[config.mk]
export PLATFORM = sky130hd
export DESIGN_NAME = axis_control_scheduler_flat
export DESIGN_NICKNAME = d
export VERILOG_FILES = /design/src/rtl/ball_plate_pkg.sv /design/src/rtl/axis_control_scheduler_if.sv /design/src/rtl/cmd_shaper.sv /design/src/rtl/axis_control_scheduler.sv /design/src/flat_wrapper.sv
export SDC_FILE = /design/constraint.sdc
export NUM_CORES = 1
export LEC_CHECK = 0
export ABC_AREA = 1
export CAP_MARGIN = 10
export CELL_PAD_IN_SITES_DETAIL_PLACEMENT = 1
export CELL_PAD_IN_SITES_GLOBAL_PLACEMENT = 1
export CORE_ASPECT_RATIO = 1.5
export CORE_MARGIN = 5
export CORE_UTILIZATION = 40
export DETAILED_ROUTE_END_ITERATION = 8
export PLACE_DENSITY = 0.82
export SKIP_CTS_REPAIR_TIMING = 1
export SLEW_MARGIN = 20
export SYNTH_ARGS = -nofsm -noshare
export SYNTH_HDL_FRONTEND = slang
export SYNTH_SLANG_ARGS = --single-unit
[constraint.sdc]
create_clock -name clock -period 8.2 [get_ports clock]
set_clock_uncertainty 0.1 [all_clocks]
set_input_delay 0.82 -clock clock [delete_from_list [all_inputs] [get_ports clock]]
set_output_delay 0.82 -clock clock [all_outputs]
set_load 0.02 [all_outputs]
[src/rtl/ball_plate_pkg.sv]
// rtl/ball_plate_pkg.sv - shared command width, defaults and scheduler state encoding
package ball_plate_pkg;

   localparam int CMD_W = 12;

   localparam logic [CMD_W-1:0] CMD_CENTER_DEF = 12'd2048;
   localparam logic [CMD_W-1:0] CMD_MIN_DEF    = 12'd1024;
   localparam logic [CMD_W-1:0] CMD_MAX_DEF    = 12'd3072;
   localparam logic [CMD_W-1:0] MAX_STEP_DEF   = 12'd256;

   typedef enum logic [2:0] {
      S_IDLE    = 3'd0,
      S_LATCH   = 3'd1,
      S_ARM     = 3'd2,
      S_WAIT    = 3'd3,
      S_PUBLISH = 3'd4,
      S_FAULT   = 3'd5
   } sched_state_t;

   function automatic logic [CMD_W-1:0] clamp_cmd(input logic [CMD_W-1:0] v,
                                                  input logic [CMD_W-1:0] lo,
                                                  input logic [CMD_W-1:0] hi);
      if (v < lo)
         return lo;
      else if (v > hi)
         return hi;
      else
         return v;
   endfunction

endpackage

[src/rtl/axis_control_scheduler_if.sv]
// rtl/axis_control_scheduler_if.sv - operand/strobe/result bus between scheduler and the two axis controllers
interface axis_control_scheduler_if;
   import ball_plate_pkg::*;

   logic [CMD_W-1:0] ctl_x_desired;
   logic [CMD_W-1:0] ctl_x_actual;
   logic [CMD_W-1:0] ctl_y_desired;
   logic [CMD_W-1:0] ctl_y_actual;
   logic             ctl_start;
   logic [CMD_W-1:0] ctl_x_cmd;
   logic             ctl_x_val;
   logic [CMD_W-1:0] ctl_y_cmd;
   logic             ctl_y_val;

   modport master (
      output ctl_x_desired, ctl_x_actual, ctl_y_desired, ctl_y_actual, ctl_start,
      input  ctl_x_cmd, ctl_x_val, ctl_y_cmd, ctl_y_val
   );

   modport slave (
      input  ctl_x_desired, ctl_x_actual, ctl_y_desired, ctl_y_actual, ctl_start,
      output ctl_x_cmd, ctl_x_val, ctl_y_cmd, ctl_y_val
   );

endinterface

[src/rtl/cmd_shaper.sv]
// rtl/cmd_shaper.sv - combinational clamp and slew limit of one axis command
module cmd_shaper
   import ball_plate_pkg::*;
#(
   parameter logic [CMD_W-1:0] CMD_MIN  = CMD_MIN_DEF,
   parameter logic [CMD_W-1:0] CMD_MAX  = CMD_MAX_DEF,
   parameter logic [CMD_W-1:0] MAX_STEP = MAX_STEP_DEF
) (
   input  logic [CMD_W-1:0] cmd,
   input  logic [CMD_W-1:0] prev,
   output logic [CMD_W-1:0] shaped
);

   logic [CMD_W-1:0]        c;
   logic signed [CMD_W:0]   d;
   logic signed [CMD_W:0]   step;

   // One extra bit keeps the difference of two unsigned commands exact and signed.
   always_comb begin
      c    = clamp_cmd(cmd, CMD_MIN, CMD_MAX);
      d    = signed'({1'b0, c}) - signed'({1'b0, prev});
      step = signed'({1'b0, MAX_STEP});
      if (d > step)
         shaped = prev + MAX_STEP;
      else if (d < -step)
         shaped = prev - MAX_STEP;
      else
         shaped = c;
   end

endmodule

[src/rtl/axis_control_scheduler.sv]
// rtl/axis_control_scheduler.sv - per-tick sequencing of X/Y controllers, watchdog and coherent command publish
module axis_control_scheduler
   import ball_plate_pkg::*;
#(
   parameter logic [CMD_W-1:0] CMD_CENTER  = CMD_CENTER_DEF,
   parameter logic [CMD_W-1:0] CMD_MIN     = CMD_MIN_DEF,
   parameter logic [CMD_W-1:0] CMD_MAX     = CMD_MAX_DEF,
   parameter logic [CMD_W-1:0] MAX_STEP    = MAX_STEP_DEF,
   parameter int               TIMEOUT_CYC = 32,
   parameter int               OVR_W       = 8
) (
   input  logic                      clock,
   input  logic                      reset_n,
   input  logic                      tick,
   input  logic                      enable,
   input  logic [CMD_W-1:0]          x_desired,
   input  logic [CMD_W-1:0]          x_actual,
   input  logic [CMD_W-1:0]          y_desired,
   input  logic [CMD_W-1:0]          y_actual,
   axis_control_scheduler_if.master  ctl,
   output logic [CMD_W-1:0]          x_command,
   output logic [CMD_W-1:0]          y_command,
   output logic                      cmd_valid,
   output logic                      busy,
   output logic                      fault,
   output logic [OVR_W-1:0]          overrun_count
);

   localparam int              WD_W    = $clog2(TIMEOUT_CYC + 1);
   localparam logic [WD_W-1:0] WD_LAST = WD_W'(TIMEOUT_CYC - 1);

   sched_state_t     state;
   logic [WD_W-1:0]  wdog;
   logic             done_x;
   logic             done_y;
   logic [CMD_W-1:0] res_x;
   logic [CMD_W-1:0] res_y;
   logic [CMD_W-1:0] op_xd;
   logic [CMD_W-1:0] op_xa;
   logic [CMD_W-1:0] op_yd;
   logic [CMD_W-1:0] op_ya;
   logic             start_q;
   logic [CMD_W-1:0] x_shaped;
   logic [CMD_W-1:0] y_shaped;
   logic             done_x_n;
   logic             done_y_n;
   logic             wd_expired;

   assign ctl.ctl_x_desired = op_xd;
   assign ctl.ctl_x_actual  = op_xa;
   assign ctl.ctl_y_desired = op_yd;
   assign ctl.ctl_y_actual  = op_ya;
   assign ctl.ctl_start     = start_q;

   assign done_x_n   = done_x | ctl.ctl_x_val;
   assign done_y_n   = done_y | ctl.ctl_y_val;
   assign wd_expired = (wdog == WD_LAST);

   cmd_shaper #(
      .CMD_MIN  (CMD_MIN),
      .CMD_MAX  (CMD_MAX),
      .MAX_STEP (MAX_STEP)
   ) u_shape_x (
      .cmd    (res_x),
      .prev   (x_command),
      .shaped (x_shaped)
   );

   cmd_shaper #(
      .CMD_MIN  (CMD_MIN),
      .CMD_MAX  (CMD_MAX),
      .MAX_STEP (MAX_STEP)
   ) u_shape_y (
      .cmd    (res_y),
      .prev   (y_command),
      .shaped (y_shaped)
   );

   always_ff @(posedge clock or negedge reset_n) begin
      if (!reset_n) begin
         state         <= S_IDLE;
         wdog          <= '0;
         done_x        <= 1'b0;
         done_y        <= 1'b0;
         res_x         <= '0;
         res_y         <= '0;
         op_xd         <= '0;
         op_xa         <= '0;
         op_yd         <= '0;
         op_ya         <= '0;
         start_q       <= 1'b0;
         x_command     <= CMD_CENTER;
         y_command     <= CMD_CENTER;
         cmd_valid     <= 1'b0;
         busy          <= 1'b0;
         fault         <= 1'b0;
         overrun_count <= '0;
      end else begin
         start_q   <= 1'b0;
         cmd_valid <= 1'b0;

         // Only IDLE accepts a tick; anything else (including PUBLISH and FAULT) drops it.
         if (tick && state != S_IDLE && overrun_count != {OVR_W{1'b1}})
            overrun_count <= overrun_count + OVR_W'(1);

         if (!enable) begin
            state     <= S_IDLE;
            x_command <= CMD_CENTER;
            y_command <= CMD_CENTER;
            busy      <= 1'b0;
            fault     <= 1'b0;
            done_x    <= 1'b0;
            done_y    <= 1'b0;
         end else begin
            unique case (state)
               S_IDLE: begin
                  if (tick && !fault) begin
                     op_xd   <= x_desired;
                     op_xa   <= x_actual;
                     op_yd   <= y_desired;
                     op_ya   <= y_actual;
                     start_q <= 1'b1;
                     busy    <= 1'b1;
                     state   <= S_LATCH;
                  end
               end
               S_LATCH: begin
                  wdog   <= '0;
                  done_x <= 1'b0;
                  done_y <= 1'b0;
                  state  <= S_ARM;
               end
               S_ARM: begin
                  // A val still high from the previous tick must drop before results count.
                  if (!ctl.ctl_x_val && !ctl.ctl_y_val)
                     state <= S_WAIT;
                  if (wd_expired) begin
                     state <= S_FAULT;
                     fault <= 1'b1;
                     busy  <= 1'b0;
                  end else begin
                     wdog <= wdog + WD_W'(1);
                  end
               end
               S_WAIT: begin
                  if (ctl.ctl_x_val && !done_x) begin
                     done_x <= 1'b1;
                     res_x  <= ctl.ctl_x_cmd;
                  end
                  if (ctl.ctl_y_val && !done_y) begin
                     done_y <= 1'b1;
                     res_y  <= ctl.ctl_y_cmd;
                  end
                  if (done_x_n && done_y_n) begin
                     state <= S_PUBLISH;
                  end else if (wd_expired) begin
                     state <= S_FAULT;
                     fault <= 1'b1;
                     busy  <= 1'b0;
                  end else begin
                     wdog <= wdog + WD_W'(1);
                  end
               end
               S_PUBLISH: begin
                  x_command <= x_shaped;
                  y_command <= y_shaped;
                  cmd_valid <= 1'b1;
                  busy      <= 1'b0;
                  state     <= S_IDLE;
               end
               S_FAULT: begin
                  state <= S_FAULT;
               end
               default: begin
                  state <= S_IDLE;
               end
            endcase
         end
      end
   end

endmodule
[src/flat_wrapper.sv]
// flat-port wrapper written by rule: the top's interface ports become plain ports
module axis_control_scheduler_flat import ball_plate_pkg::*;
#(
   parameter logic [CMD_W-1:0] CMD_CENTER  = CMD_CENTER_DEF,
   parameter logic [CMD_W-1:0] CMD_MIN     = CMD_MIN_DEF,
   parameter logic [CMD_W-1:0] CMD_MAX     = CMD_MAX_DEF,
   parameter logic [CMD_W-1:0] MAX_STEP    = MAX_STEP_DEF,
   parameter int               TIMEOUT_CYC = 32,
   parameter int               OVR_W       = 8
)
  (clock, reset_n, tick, enable, x_desired, x_actual, y_desired, y_actual, x_command, y_command, cmd_valid, busy, fault, overrun_count, ctl_ctl_x_desired, ctl_ctl_x_actual, ctl_ctl_y_desired, ctl_ctl_y_actual, ctl_ctl_start, ctl_ctl_x_cmd, ctl_ctl_x_val, ctl_ctl_y_cmd, ctl_ctl_y_val);
  axis_control_scheduler_if ctl_i ();
  input  logic clock;
  input  logic reset_n;
  input  logic tick;
  input  logic enable;
  input  logic [CMD_W-1:0] x_desired;
  input  logic [CMD_W-1:0] x_actual;
  input  logic [CMD_W-1:0] y_desired;
  input  logic [CMD_W-1:0] y_actual;
  output logic [CMD_W-1:0] x_command;
  output logic [CMD_W-1:0] y_command;
  output logic cmd_valid;
  output logic busy;
  output logic fault;
  output logic [OVR_W-1:0] overrun_count;
  output wire logic [$bits(ctl_i.ctl_x_desired)-1:0] ctl_ctl_x_desired;
  output wire logic [$bits(ctl_i.ctl_x_actual)-1:0] ctl_ctl_x_actual;
  output wire logic [$bits(ctl_i.ctl_y_desired)-1:0] ctl_ctl_y_desired;
  output wire logic [$bits(ctl_i.ctl_y_actual)-1:0] ctl_ctl_y_actual;
  output wire logic [$bits(ctl_i.ctl_start)-1:0] ctl_ctl_start;
  input wire logic [$bits(ctl_i.ctl_x_cmd)-1:0] ctl_ctl_x_cmd;
  input wire logic [$bits(ctl_i.ctl_x_val)-1:0] ctl_ctl_x_val;
  input wire logic [$bits(ctl_i.ctl_y_cmd)-1:0] ctl_ctl_y_cmd;
  input wire logic [$bits(ctl_i.ctl_y_val)-1:0] ctl_ctl_y_val;
  assign ctl_ctl_x_desired = ctl_i.ctl_x_desired;
  assign ctl_ctl_x_actual = ctl_i.ctl_x_actual;
  assign ctl_ctl_y_desired = ctl_i.ctl_y_desired;
  assign ctl_ctl_y_actual = ctl_i.ctl_y_actual;
  assign ctl_ctl_start = ctl_i.ctl_start;
  assign ctl_i.ctl_x_cmd = ctl_ctl_x_cmd;
  assign ctl_i.ctl_x_val = ctl_ctl_x_val;
  assign ctl_i.ctl_y_cmd = ctl_ctl_y_cmd;
  assign ctl_i.ctl_y_val = ctl_ctl_y_val;
  axis_control_scheduler #(.CMD_CENTER(CMD_CENTER), .CMD_MIN(CMD_MIN), .CMD_MAX(CMD_MAX), .MAX_STEP(MAX_STEP), .TIMEOUT_CYC(TIMEOUT_CYC), .OVR_W(OVR_W)) u_core (.clock(clock), .reset_n(reset_n), .tick(tick), .enable(enable), .x_desired(x_desired), .x_actual(x_actual), .y_desired(y_desired), .y_actual(y_actual), .ctl(ctl_i), .x_command(x_command), .y_command(y_command), .cmd_valid(cmd_valid), .busy(busy), .fault(fault), .overrun_count(overrun_count));
endmodule
==> results of run 1 <==
[flip-flops by register name, summed over array words and instances, names as in the netlist]
register / cells
u_core.ctl.ctl_x_desired: 12
u_core.overrun_count: 8
u_core.ctl.ctl_y_desired: 12
u_core.done_x: 1
u_core.ctl.ctl_x_actual: 12
u_core.y_command: 12
u_core.cmd_valid: 1
u_core.ctl.ctl_y_actual: 12
u_core.ctl.ctl_start: 1
u_core.x_command: 12
u_core.res_x: 12
u_core.res_y: 12
u_core.wdog: 6
u_core.fault: 1
u_core.busy: 1
u_core.done_y: 1
u_core.state: 3
[cell type report]
class	count	area, sq um
flip-flops and latches	119	2980
fillers	2032	7850
multi-input cells	582	3540
clock inverters	13	173
repair buffers	163	1620
well taps	213	267
inverters	144	541
clock buffers	18	439
[final timing paths]
| check | startpoint | end | depth (start not counted) |
|---|---|---|---|
| worst min-delay path | reset_n | u_core.ctl.ctl_x_actual[1] | 1 |
| worst min register to register | u_core.ctl.ctl_y_actual[8] | u_core.ctl.ctl_y_actual[8] | 1 |
| min in group clock | u_core.ctl.ctl_y_actual[8] | u_core.ctl.ctl_y_actual[8] | 1 |
| worst max register to register | u_core.res_y[0] | u_core.y_command[5] | 19 |
| max in group asynchronous | reset_n | u_core.wdog[5] | 2 |
| worst max-delay path | u_core.res_y[0] | u_core.y_command[5] | 19 |
[layout by cell type, fill, tap and decap left out, types with 6 or more instances in the layout]
| master | count |
|---|---|
| nand3_2 | 6 |
| o21ai_0 | 14 |
| dfrtp_1 | 117 |
| clkbuf_16 | 17 |
| nand4_1 | 11 |
| nand2_2 | 8 |
| nor3_1 | 17 |
| inv_1 | 138 |
| mux2_2 | 63 |
| ha_1 | 30 |
| xor2_1 | 12 |
| nand2_1 | 197 |
| nor2_2 | 6 |
| nand3_1 | 93 |
| inv_2 | 6 |
| a21oi_1 | 27 |
| nor2_1 | 58 |
| clkdlybuf4s50_1 | 160 |
[kinds of logic after synthesis]
family / count (synthesis) / synth area share
AOI/OAI and AO/OA: 51 / 0.0394
and+or+nand+nor: 421 / 0.281
adders and majority gates: 32 / 0.0584
buffers and inverters: 156 / 0.0840
muxes: 63 / 0.0997
DFF: 119 / 0.419
xor gates and xnor gates: 15 / 0.0185
[layer usage]
layer  share of wire  track usage  routed length, microns  vias up
met4           0.027       0.0822                     638        0
met3           0.071       0.0819                    1680       48
li1                -            -                       -     3099
met2            0.54        0.447                   12700      188
met1            0.36        0.237                    8500     3117
met5               0            0                       0        -
[synthesized netlist by cell type (3+ instances only)]
cell type / number
nand3_1: 93
inv_1: 138
o21ai_0: 14
a21oi_1: 27
clkbuf_1: 4
inv_2: 6
nand3_2: 6
mux2_2: 63
nand2_1: 197
buf_2: 4
nand4_1: 11
nor3_1: 17
or2_2: 3
xor2_1: 12
dfrtp_1: 117
nor2_2: 6
ha_1: 30
nand3_4: 4
nor2_1: 58
nand2_4: 4
nand2_2: 8
nor4_1: 3
xnor2_1: 3
[power breakdown]
part / switching [mW] / internal [mW] / total (mW)
Clock: 0.301 / 0.489 / 0.790
Combinational: 1.48 / 0.947 / 2.43
Sequential: 0.164 / 0.795 / 0.959
==> results.md, run 1 <==
* Die H at 173 microns
* TritonCTS clock tree: yes
* Total Die Area at 20600 sq um
* HP Class: in -> async
* Max Freq at 272 MHz
* Root Driver: clkbuf_16
* Number of iterations in the first detailed-routing pass at 4
* Status: finished, final reports clean
* Cells after Synth at 857
* Critical Path AT at 3.87 ns
* Distinct cell type count after synthesis at 45
* Synthesized area at 7120 sq um
* RSZ-0062 raised after global routing: no
* Largest net degree at the start of global routing at 64
* Worst-Skew Late Latency at 0.42 ns
* Slew headroom at 0.354
* Maximum clock insertion buffer count at 2
* Fin cells at 1252
* Most area-consuming cells after synthesis: dfrtp_1 41%, nand2_1 10%, mux2_2 10%
* Slew Limit Fails at 0
* Design Area, Final at 9570 sq um
* Final WS setup at 4.52 ns
* Routability cong. at 0.864
* CP cell instances: nor4_1 -> nand3_1 -> o21ai_1 -> nand3_1 -> ha_1 -> inv_1 -> fa_1 -> inv_1 -> nand2_1 -> a21oi_1 -> o21ai_0 -> nor2_1 -> nand3_1 -> nand2_1 -> nand2_1 -> nand2_4 -> nand3_4 -> nand3_1 -> o21ai_0
* Crit-path slowest cell: fa_1
* Antenna-violating nets left at 0
* Post-DP Area at 8960 sq um
* Pre-CTS WS at 4.39 ns
* Starting DRC count in detailed routing at 193
* Initial Utilization at 0.409
* Core Box Area at 17400 sq um
* Area share of the largest cell type after synthesis at 0.411
* First-pass GRT wire length at 38600 microns
* Clk sinks at 119
* Worst EP required at 8.39 ns
* Hold Vio Cnt, Final at 0
* GRT Util Overall at 0.236
* CP Capture Type: flop
* R2R Setup Slk at 4.52 ns
* CP Launch Type: flop
* Final Total Pwr at 4.18 mW
* Final Util at 0.549
* Final worst path period need at 3.68 ns
* Io pins at 162
* TritonCTS Buffers at 17
* Leakage power at 4.69 nW
* Fin Hold WS at 0.357 ns
* Post-DP HPWL at 17400 microns
* Worst-path clk slew at 0.06 ns
* Nets at 1137
* PD cells at 437 nW/um^2
* Yosys reg bits at 119
* Layout cells sized above 1 at 0.140
* WL final at 23500 microns
* Max Cap Viol at 0
* Drt wl/cell at 18.8 microns
* Actual slew at the worst max-slew pin at 0.965 ns
* Post-synth top flop: dfrtp_1
* EDFF count, synth at 0
* Final Cycle Share at 0.449
* Endpoints failing setup at 0
* Yosys warns at 0
* Number of global-route vias before repair at 7417
* Kind of critical path: reg -> reg
* Setup TNS at 0 ns
* DRC at 0
* Antenna violations before repair at 0
* Inst Count DP at 1221
* Peak VDD IR at 0.251 mV
* GR Overflow Total at 0
* Max incr delay on CP at 0.44 ns
* Die width at 119 microns
* Synthesis-to-layout area growth at 34.4%
* Buf/Inv on CP at 2
* Routed vias/inst at 5.15
* H-tree levels at 4
* Sequential share of the synthesized area at 0.419
* Area leader, netlist: dfrtp_1
* CP delay by family, top: simple AND/OR/NAND/NOR gates
* Ys async rst share at 1.00
* Vias at 6452
* Rows at 59
* PortBufs at 161
* Syn_nets at 967
* Crit Path Max Fanout at 8
* Post-Syn Area per Cell at 8.30 sq um
* CP dominant cell by count: nand3_1
* Ant diodes at 0
Note: power is estimated with default switching activity, not from simulation.
==> run 2, diff against run 1 <==
Settings changed: CORE_UTILIZATION 40 to 38, PLACE_DENSITY 0.82 to 0.79.
Clock period 8.2 ns to 3.4 ns, I/O delays scaled along.
==> run 2 against run 1 <==
The run now ends with negative setup slack left. Sequential power increased by 140%. Via count increased by 5.7%. Global-route usage decreased by 0.35 points. Hold slack improved by 0.039 ns. Cell area increased by 9.6%. Setup slack got worse by 4.7 ns. Routed wire length increased by 11%. Die area increased by 4.9%. Largest cell class unchanged.
==> results.md, run 2 (same netlist as run 1, synthesis figures left out) <==
* GR Overflow Total at 0 (unchanged)
* Commonest non-fill, non-tap cell in the layout: clkdlybuf4s50_1 (was nand2_1)
* DRC at 0 (unchanged)
* PD cells at 1120 nW/um^2 (was 437 nW/um^2)
* Slew Limit Fails at 0 (unchanged)
* Leakage power at 4.95 nW (was 4.69 nW)
* HP Class: in -> reg (was in -> async)
* Crit Path Max Fanout at 8 (unchanged)
* Fin Hold WS at 0.396 ns (was 0.357 ns)
* TritonCTS Buffers at 17 (unchanged)
* Layout cells sized above 1 at 0.280 (was 0.140)
* Routed vias/inst at 5.13 (was 5.15)
* Design Area, Final at 10500 sq um (was 9570 sq um)
* Kind of critical path: reg -> reg (unchanged)
* Max Cap Viol at 0 (unchanged)
* Synthesis-to-layout area growth at 47.3% (was 34.4%)
* GRT Util Overall at 0.233 (was 0.236)
* PortBufs at 161 (unchanged)
* Drt wl/cell at 19.6 microns (was 18.8 microns)
* WL final at 26100 microns (was 23500 microns)
* Rows at 61 (was 59)
* Peak VDD IR at 0.504 mV (was 0.251 mV)
* Die H at 178 microns (was 173 microns)
* Met3 GRT Util at 0.0651 (was 0.0819)
* Largest net degree at the start of global routing at 66 (was 64)
* Pre-CTS WS at -0.106 ns (was 4.39 ns)
* Number of global-route vias before repair at 7640 (was 7417)
* Number of iterations in the first detailed-routing pass at 4 (unchanged)
* Ant diodes at 0 (unchanged)
* Final Cycle Share at 1.06 (was 0.449)
* Total Die Area at 21600 sq um (was 20600 sq um)
* Final worst path period need at 3.61 ns (was 3.68 ns)
* RSZ-0062 raised after global routing: yes (was no)
* CP Capture Type: flop (unchanged)
* Most frequent cells in the layout: 160 x clkdlybuf4s50_1, 159 x nand2_1, 128 x inv_1, 117 x dfrtp_1, 67 x nand3_1 (was 197 x nand2_1, 160 x clkdlybuf4s50_1, 138 x inv_1, 117 x dfrtp_1, 93 x nand3_1)
* Status: finished with violations (was finished, final reports clean)
* Die width at 122 microns (was 119 microns)
* Antenna violations before repair at 0 (unchanged)
* Actual slew at the worst max-slew pin at 0.904 ns (was 0.965 ns)
* Inst Count DP at 1278 (was 1221)
* Nets at 1173 (was 1137)
* CP Launch Type: flop (unchanged)
* Met1 Usage GRT at 0.233 (was 0.237)
* Grt peak-use layer: met2 (unchanged)
* Critical Path AT at 3.82 ns (was 3.87 ns)
* Worst-path clk slew at 0.06 ns (about the same)
* Worst-Skew Late Latency at 0.43 ns (was 0.42 ns)
* TritonCTS clock tree: yes (unchanged)
* Antenna-violating nets left at 0 (unchanged)
* Grt met2 use at 0.441 (was 0.447)
* Setup TNS at -1.84 ns (was 0 ns)
* H-tree levels at 4 (unchanged)
* Slew headroom at 0.397 (was 0.354)
* Vias at 6818 (was 6452)
* Starting DRC count in detailed routing at 229 (was 193)
* Routability cong. at 0.840 (was 0.864)
* Clk sinks at 119 (unchanged)
* Initial Utilization at 0.385 (was 0.409)
* Fin cells at 1328 (was 1252)
* Final Util at 0.568 (was 0.549)
* First-pass GRT wire length at 39200 microns (was 38600 microns)
* Root Driver: clkbuf_16 (unchanged)
* Final Total Pwr at 11.8 mW (was 4.18 mW)
* Failing checks: negative setup slack
* Post-DP HPWL at 17400 microns (about the same)
* Final WS setup at -0.214 ns (was 4.52 ns)
* Post-DP Area at 9150 sq um (was 8960 sq um)
* Worst EP required at 3.61 ns (was 8.39 ns)
* Max Freq at 277 MHz (was 272 MHz)
* Maximum clock insertion buffer count at 2 (unchanged)
* Io pins at 162 (unchanged)
* Endpoints failing setup at 12 (was 0)
* Hold Vio Cnt, Final at 0 (unchanged)
* Core Box Area at 18500 sq um (was 17400 sq um)
[run 2: changes by cell type in the layout (fill, tap and decap cells not counted), sizes merged]
cell         before  now
inv             147  150
buf               3   38
bufinv            3    2
dlygate4sd3       0    1
clkinv            4    3
[run 2: final timing paths]
kind                                              from                           to  slack (ns)  depth (start not counted)
min                                   ctl_ctl_x_cmd[1]              u_core.res_x[1]        0.40                          3
min reg2reg                u_core.ctl.ctl_y_actual[11]  u_core.ctl.ctl_y_actual[11]        0.41                          1
max                                    u_core.res_y[5]          u_core.y_command[6]       -0.21                         19
max reg2reg                            u_core.res_y[5]          u_core.y_command[6]       -0.21                         19
max in group asynchronous                      reset_n             u_core.res_y[10]        1.84                          3
min in group asynchronous                      reset_n   u_core.ctl.ctl_x_actual[8]        0.48                          2
[run 2: layout make-up]
class / instances / area [sq um]
Timing Repair Buffer: 199 / 1970
Tap cell: 252 / 315
Fill cell: 2110 / 7990
Clock buffer: 18 / 439
Inverter: 144 / 547
Clock inverter: 14 / 161
Sequential cell: 119 / 2980
Multi-Input combinational cell: 582 / 4080
[run 2: where the power goes]
part           internal [mW]  switching, mW
Sequential              1.92          0.404
Combinational           3.19           4.37
Clock                   1.12          0.790
[run 2: critical path, stage by stage, from the launching register on]
cell and delay (ns):
dfrtp_1 0.41, nor4_2 0.31, nand3_1 0.13, o21ai_2 0.22, nand3_2 0.13, ha_1 0.21
inv_1 0.10, fa_2 0.44, inv_1 0.07, nand2_1 0.05, a21oi_1 0.14, o21ai_0 0.17
nor2_2 0.17, nand3_2 0.12, nand2_2 0.09, nand2_2 0.07, nand2_4 0.14, nand3_4 0.18
nand3_1 0.14, o21ai_0 0.09
[run 2: per-layer routing]
metal	up-vias	wire length, microns
met5	-	0
met4	0	1200
met3	77	1540
met2	220	14300
met1	3352	9090
li1	3169	-
==> run 3, diff against run 2 <==
Settings changed: CORE_UTILIZATION 38 to 34, GPL_TIMING_DRIVEN from default to 0, PLACE_DENSITY 0.79 to 0.74.
Clock period 3.4 ns to 3.1 ns, I/O delays scaled along.
==> run 3 against run 2 <==
The run still ends with negative setup slack left. Sequential power increased by 8.6%. Largest cell class unchanged. Clock power increased by 13%. Register-to-register slack got worse by 0.18 ns.
==> results.md, run 3 (same netlist as run 1, synthesis figures left out) <==
* Grt peak-use layer: met2 (unchanged)
* Slew headroom at 0.467 (was 0.397)
* Max Freq at 286 MHz (was 277 MHz)
* Pre-CTS WS at -0.746 ns (was -0.106 ns)
* Routability cong. at 0.803 (was 0.840)
* Actual slew at the worst max-slew pin at 0.799 ns (was 0.904 ns)
* Worst-path clk slew at 0.06 ns (about the same)
* Critical Path AT at 3.70 ns (was 3.82 ns)
* CP dominant cell by count: nand2_1
* Post-DP HPWL at 16700 microns (was 17400 microns)
* Number of global-route vias before repair at 7060 (was 7640)
* TritonCTS Buffers at 17 (unchanged)
* DRC at 0 (unchanged)
* Commonest non-fill, non-tap cell in the layout: nand2_1 (was clkdlybuf4s50_1)
* Core Box Area at 20500 sq um (was 18500 sq um)
* Worst EP required at 3.31 ns (was 3.61 ns)
* PD cells at 1180 nW/um^2 (was 1120 nW/um^2)
* Layout cells sized above 1 at 0.235 (was 0.280)
* Post-DP Area at 9100 sq um (was 9150 sq um)
* Starting DRC count in detailed routing at 223 (was 229)
* Met3 GRT Util at 0.0737 (was 0.0651)
* Antenna violations before repair at 0 (unchanged)
* HP Class: in -> async (was in -> reg)
* WL final at 22700 microns (was 26100 microns)
* Design Area, Final at 10300 sq um (was 10500 sq um)
* Nets at 1169 (was 1173)
* Setup TNS at -7.91 ns (was -1.84 ns)
* TritonCTS clock tree: yes (unchanged)
* Die H at 187 microns (was 178 microns)
* CP Capture Type: flop (unchanged)
* Slew Limit Fails at 0 (unchanged)
* CP Launch Type: flop (unchanged)
* Worst-Skew Late Latency at 0.43 ns (about the same)
* RSZ-0062 raised after global routing: yes (unchanged)
* GRT Util Overall at 0.188 (was 0.233)
* Number of iterations in the first detailed-routing pass at 4 (unchanged)
* Synthesis-to-layout area growth at 45.3% (was 47.3%)
* Max Cap Viol at 0 (unchanged)
* Grt met2 use at 0.350 (was 0.441)
* CP delay by family, top: simple AND/OR/NAND/NOR gates (unchanged)
* Drt wl/cell at 17.0 microns (was 19.6 microns)
* Hold Vio Cnt, Final at 0 (unchanged)
* GR Overflow Total at 0 (unchanged)
* Leakage power at 4.91 nW (was 4.95 nW)
* PortBufs at 161 (unchanged)
* Final Util at 0.505 (was 0.568)
* Fillers at 2436 (was 2110)
* Rows at 64 (was 61)
* Crit-path slowest cell: fa_2 (unchanged)
* CP cell instances: nor4_2 -> nand3_1 -> o21ai_2 -> inv_4 -> nor3_4 -> inv_1 -> ha_2 -> inv_2 -> fa_2 -> inv_2 -> nand2_1 -> nor2_1 -> nand2_1 -> nor2_1 -> nand2_1 -> nor2_1 -> nand2_1 -> nand2_2 -> nand2_4 -> nand2_8 -> nand3_4 -> nand3_1 -> nand2_1 (was nor4_2 -> nand3_1 -> o21ai_2 -> nand3_2 -> ha_1 -> inv_1 -> fa_2 -> inv_1 -> nand2_1 -> a21oi_1 -> o21ai_0 -> nor2_2 -> nand3_2 -> nand2_2 -> nand2_2 -> nand2_4 -> nand3_4 -> nand3_1 -> o21ai_0)
* Fin cells at 1336 (was 1328)
* First-pass GRT wire length at 35800 microns (was 39200 microns)
* Final worst path period need at 3.49 ns (was 3.61 ns)
* Routed vias/inst at 4.92 (was 5.13)
* Maximum clock insertion buffer count at 2 (unchanged)
* Inst Count DP at 1283 (was 1278)
* H-tree levels at 4 (unchanged)
* Crit Path Max Fanout at 8 (unchanged)
* Final Cycle Share at 1.13 (was 1.06)
* Status: finished with violations (unchanged)
* Root Driver: clkbuf_16 (unchanged)
* Clk sinks at 119 (unchanged)
* Failing checks: negative setup slack (unchanged)
* Vias at 6574 (was 6818)
* Kind of critical path: reg -> reg (unchanged)
* Buf/Inv on CP at 4 (was 2)
* Total Die Area at 24000 sq um (was 21600 sq um)
* Die width at 128 microns (was 122 microns)
* Final Total Pwr at 12.2 mW (was 11.8 mW)
* Antenna-violating nets left at 0 (unchanged)
* Initial Utilization at 0.347 (was 0.385)
* Most frequent cells in the layout: 182 x nand2_1, 160 x clkdlybuf4s50_1, 129 x inv_1, 116 x dfrtp_1, 69 x nand3_1 (was 160 x clkdlybuf4s50_1, 159 x nand2_1, 128 x inv_1, 117 x dfrtp_1, 67 x nand3_1)
* Io pins at 162 (unchanged)
* Largest net degree at the start of global routing at 63 (was 66)
* Peak VDD IR at 0.647 mV (was 0.504 mV)
* Max incr delay on CP at 0.44 ns (about the same)
* Ant diodes at 0 (unchanged)
* Fin Hold WS at 0.303 ns (was 0.396 ns)
* Final WS setup at -0.392 ns (was -0.214 ns)
* Met1 Usage GRT at 0.189 (was 0.233)
* Endpoints failing setup at 24 (was 12)
[run 3: path summary, 6_finish.rpt]
path	cells past startpoint	endpoint	slack, ns	from
min reg2reg	1	u_core.ctl.ctl_x_desired[7]	0.41	u_core.ctl.ctl_x_desired[7]
max	23	u_core.x_command[1]	-0.39	u_core.res_x[5]
min	2	u_core.ctl.ctl_y_desired[2]	0.30	reset_n
max in group asynchronous	3	u_core.x_command[1]	1.91	reset_n
min in group clock	3	u_core.res_y[11]	0.36	ctl_ctl_y_cmd[11]
max reg2reg	23	u_core.x_command[1]	-0.39	u_core.res_x[5]
[run 3: worst register-to-register path, cell delays in order (launching register included)]
cell and delay [ns]:
dfrtp_1 0.42, nor4_2 0.29, nand3_1 0.18, o21ai_2 0.25
inv_4 0.09, nor3_4 0.14, inv_1 0.07, ha_2 0.17
inv_2 0.08, fa_2 0.44, inv_2 0.05, nand2_1 0.04
nor2_1 0.09, nand2_1 0.07, nor2_1 0.09, nand2_1 0.06
nor2_1 0.09, nand2_1 0.09, nand2_2 0.09, nand2_4 0.08
nand2_8 0.08, nand3_4 0.14, nand3_1 0.13, nand2_1 0.06
[run 3: cell type report]
type	count	area, sq um	share of cell area
Clock buffer	18	439	0.0425
Sequential cell	119	2980	0.288
Clock inverter	14	195	0.0189
Inverter	144	546	0.0527
Multi-Input combinational cell	582	3960	0.383
Buffer	12	57.6	0.00556
Timing Repair Buffer	183	1830	0.177
Tap cell	264	330	0.0319
[run 3: routing by layer]
metal  up-vias  routed length [microns]
li1       3166                        -
met1      3239                     8090
met2       148                    12600
met3        21                     1690
met4         0                      343
met5         -                        0
[run 3: power breakdown]
part | leakage [nW] | switching [mW] | internal (mW)
clock network | 0.311 | 0.781 | 1.37
logic | 3.13 | 4.26 | 3.23
registers | 1.47 | 0.413 | 2.10
